## src/rtl/pc_sequencer.sv

```systemverilog
// Multi-cycle program-counter sequencer: fetches over a req/ack handshake,
// holds the instruction through execute, then applies the branch decision.
module pc_sequencer #(
  parameter logic [31:0] RESET_PC = 32'h0000_0000,
  parameter int          MAX_WAIT = 16
) (
  input  logic        clk,
  input  logic        reset,
  output logic        imem_req,
  output logic [31:0] imem_addr,
  input  logic        imem_ack,
  input  logic [31:0] imem_rdata,
  output logic [31:0] instr,
  output logic        instr_valid,
  input  logic        exec_done,
  input  logic        branch_taken,
  input  logic [31:0] branch_target,
  input  logic        halt,
  output logic [31:0] pc,
  output logic [15:0] retire_count,
  output logic        halted,
  output logic        fetch_timeout
);

  typedef enum logic [2:0] {
    IDLE,
    FETCH,
    EXEC,
    HALT,
    ERROR
  } state_t;

  localparam logic [7:0] WAIT_LAST = 8'(MAX_WAIT - 1);

  state_t      state;
  logic [7:0]  wait_count;

  // HALT and ERROR are terminal: only reset brings the sequencer back.
  always_ff @(posedge clk or posedge reset) begin
    if (reset) begin
      state        <= IDLE;
      pc           <= RESET_PC;
      instr        <= 32'h0000_0000;
      retire_count <= 16'h0000;
      wait_count   <= 8'h00;
    end else begin
      case (state)
        IDLE: state <= FETCH;
        FETCH: begin
          if (imem_ack) begin
            instr      <= imem_rdata;
            wait_count <= 8'h00;
            state      <= EXEC;
          end else begin
            wait_count <= wait_count + 8'd1;
            if (wait_count == WAIT_LAST) state <= ERROR;
          end
        end
        EXEC: begin
          if (exec_done) begin
            if (halt) begin
              state <= HALT;
            end else begin
              pc           <= branch_taken ? (branch_target & 32'hFFFF_FFFC)
                                           : pc + 32'd4;
              retire_count <= retire_count + 16'd1;
              state        <= FETCH;
            end
          end
        end
        default: state <= state;
      endcase
    end
  end

  assign imem_req      = (state == FETCH);
  assign imem_addr     = pc;
  assign instr_valid   = (state == EXEC);
  assign halted        = (state == HALT);
  assign fetch_timeout = (state == ERROR);

endmodule

```

## config.mk

```make
export PLATFORM = sky130hd
export DESIGN_NAME = pc_sequencer
export DESIGN_NICKNAME = d
export VERILOG_FILES = /design/src/rtl/pc_sequencer.sv
export SDC_FILE = /design/constraint.sdc
export NUM_CORES = 1
export LEC_CHECK = 0
export ABC_AREA = 0
export BUFFER_PORTS_ARGS = -buffer_cell sky130_fd_sc_hd__buf_2
export CAP_MARGIN = 0
export CORE_ASPECT_RATIO = 1.1
export CORE_MARGIN = 2
export CORE_UTILIZATION = 45
export CTS_CLUSTER_DIAMETER = 120
export DETAILED_ROUTE_END_ITERATION = 12
export HOLD_SLACK_MARGIN = 0.05
export PLACE_DENSITY_LB_ADDON = 0.25
export SLEW_MARGIN = 20
export SYNTH_ARGS = -nofsm -noshare
export SYNTH_HDL_FRONTEND = slang
export SYNTH_SLANG_ARGS = --single-unit
```

## constraint.sdc

```tcl
create_clock -name clk -period 2.7 [get_ports clk]
set_clock_uncertainty 0.1 [all_clocks]
set_input_delay 0.27 -clock clk [delete_from_list [all_inputs] [get_ports clk]]
set_output_delay 0.27 -clock clk [all_outputs]
set_load 0.1 [all_outputs]
```

==> run metrics <==
Fillers 885; gr usage total 21.7%; Worst setup SP type register; Crit. End Element output pin; num rows 39; Slew headroom 51.8%; largest net degree at the start of global routing 49; Peak VDD IR 321 uV; CTS buffer count 9; initial antenna violation count 0; # Post-CTS Setup Buffers 0; maximum buffer depth of the clock tree 2; worst reg2reg path depth 6; Achievable Freq 421 MHz; Reg2Reg Capture Point instr[14]$_DFFE_PP0P_; via/cell ratio 5.39; total number of vias 4,315; first-pass GRT wire length 19,900 um; Worst-path clk slew 0.06 ns; worst path required time 2.33 ns; min-delay worst type in2reg; placed insts 757; ys async rst share 100%; pwr dens 443 nW/um^2; WHS Path Cells 2; total grt overflow 0; MaxCap Viol Count 0; GR peak layer met2; io pins 186; post_cts resized 0; met2 Usage GRT 35.6%; Post-Layout Cell Count 801; leading cell types by total area after synthesis dfrtp_1, mux2_1, buf_4, o21ai_0, nand2_1; EDFF count, synth 0; Avg Inst Size Synth 10.0 um^2; Remaining DRCs 0; Critical Path Fanout Max 9; WL final 12,300 um; Hold Crit Start imem_rdata[9]; Register-to-Register Setup Slack 0.49 ns; max-slew violation count 0; Syn Std Cell Area 4830 um^2; Yosys cell types 57; fin area 6190 um^2; die area 11,600 um^2; Nets 726; top-area cell type share of the netlist area 46.1%; crit path time final 2.38 ns; die height 113 um; most frequent cells in the layout buf_2, dfrtp_1, nand2_1; Setup CP Type reg2out; Final Hold Fails 0; hold buffers post-CTS 28; Least-Margin Pin Slew 0.722 ns; drt wl/cell 15.3 um; Antenna diodes 0; r2r startpoint state[0]$_DFFE_PP0P_; outcome completed; CTS tree yes; global-route track usage on met3 3.36%; Yosys reg bits 89; cell taking the most area after synthesis dfrtp_1; Final HPWL DP 8470 um; Seq/Total Area, Yosys 46.1%; most common flop cell mapped by yosys dfrtp_1; Final Setup Violations 0; total core area 10,400 um^2; RSZ-0062 raised after global routing no; H-tree Lvls 3; routability cong. 0.836; fin util 59.3%; Post-DP Area 5610 um^2; vias in the first global route 4,129; clock sinks 89; share of post-route cells with drive strength above 1 33.6%; Fin Hold WS 0.0533 ns; Critical Path AT 2.01 ns; Final Cycle Share 88.0%; Die X 103 um; Starting Density 46.3%; Yosys warnings 0; leak pwr 0.00326 uW; port bufs 179; Min-Delay Endpoint instr[9]$_DFFE_PP0P_; area delta synth->final 28.1%; initial DRC count 248; Cells after Synth 481; First-pass DRT Iterations 4; CTS Root Cell clkbuf_16; most common cell after layout, fill and taps aside buf_2; worst-skew pair later-pin latency 0.34 ns; Post-DRT Antenna Nets 0; GRT met1 Usage 28.2%
## routing by layer
metal / routed length [um] / part of all wire, % / up-vias
met3: 747 / 6.1 / 23
met1: 5230 / 43 / 2067
met2: 6020 / 49 / 174
met4: 266 / 2.2 / 0
met5: 0 / 0 / -
li1: - / - / 2051
## Yosys cell counts (2+ instances only)
master     number
a211oi_1        2
a21oi_1        27
a22oi_1         3
a2bb2oi_1       3
a311oi_1        2
a31oi_1         6
and2_1          6
and3_1         10
and4_1          5
buf_1           3
buf_12          3
buf_2           6
buf_4          34
buf_6           2
clkbuf_1       11
dfrtp_1        89
ha_1            3
inv_1           7
mux2_1         32
mux2i_1         5
nand2_1        39
nand3_1        27
nand3b_1        2
nand4_1        14
nor2_1         23
nor2b_1         7
nor3_1         18
nor3b_2         2
nor4_2          3
nor4_4          2
o21ai_0        31
o21ai_1         5
o22a_1          5
o31ai_1         2
or3_1           7
xnor2_1        12
xor2_1          3
## worst max-delay path by stage
stage               slack [ns]                        end  cells after the start                startpoint
global placement          0.56  imem_addr[29]$_DFFE_PP0P_                      5  imem_addr[2]$_DFFE_PP0P_
finish                    0.32                   imem_req                      4      state[0]$_DFFE_PP0P_
global route              0.22                   imem_req                      4      state[0]$_DFFE_PP0P_
CTS                       0.30                   imem_req                      4      state[0]$_DFFE_PP0P_
floorplan                -0.07  imem_addr[22]$_DFFE_PP0P_                      6  imem_addr[2]$_DFFE_PP0P_
detailed placement        0.48       instr[2]$_DFFE_PP0P_                      6      state[0]$_DFFE_PP0P_
## power by group
part / internal [uW] / total, uW / switching [uW]
Sequential: 1330 / 1330 / 0
Clock: 689 / 1230 / 540
Combinational: 77.3 / 179 / 102
## registers in the layout, indices dropped and copies added, names as in the netlist
name          cells
wait_count        8
instr            32
retire_count     16
state             3
imem_addr        30
## worst max-delay path, stage by stage, from the launching register on
cell	delay (ns)
dfrtp_1	0.48
inv_1	0.08
or3_1	0.53
inv_4	0.14
buf_2	0.43
## through the flow
step	setup TNS [ns]	total power (uW)	worst slack [ns]
after floorplan	-0.0698	1440	-0.0698
after global placement	0	1500	0.561
after detailed placement	0	1510	0.477
after CTS	0	2780	0.304
after global routing	0	2850	0.220
final	0	2740	0.324
## kinds of logic after synthesis
family / after synthesis / share of synthesized area (%)
xor gates and xnor gates: 15 / 2.72
DFF: 89 / 46.1
other: 1 / 0.0776
buffers and inverters: 67 / 9.37
and+or+nand+nor: 173 / 20.5
muxes: 37 / 8.49
adders and majority gates: 3 / 0.777
AOI/OAI and AO/OA: 96 / 12.0
## area by class of cell
cell class              count  area [um^2]  area share (%)
repair buffers            217         1280            20.6
flip-flops and latches     89         2230            36.0
well taps                 143          179            2.89
multi-input cells         328         2170            35.1
clock inverters             5         45.0           0.728
inverters                   8         33.8           0.546
clock buffers              11          253            4.08
Note: power is estimated with default switching activity, not from simulation.
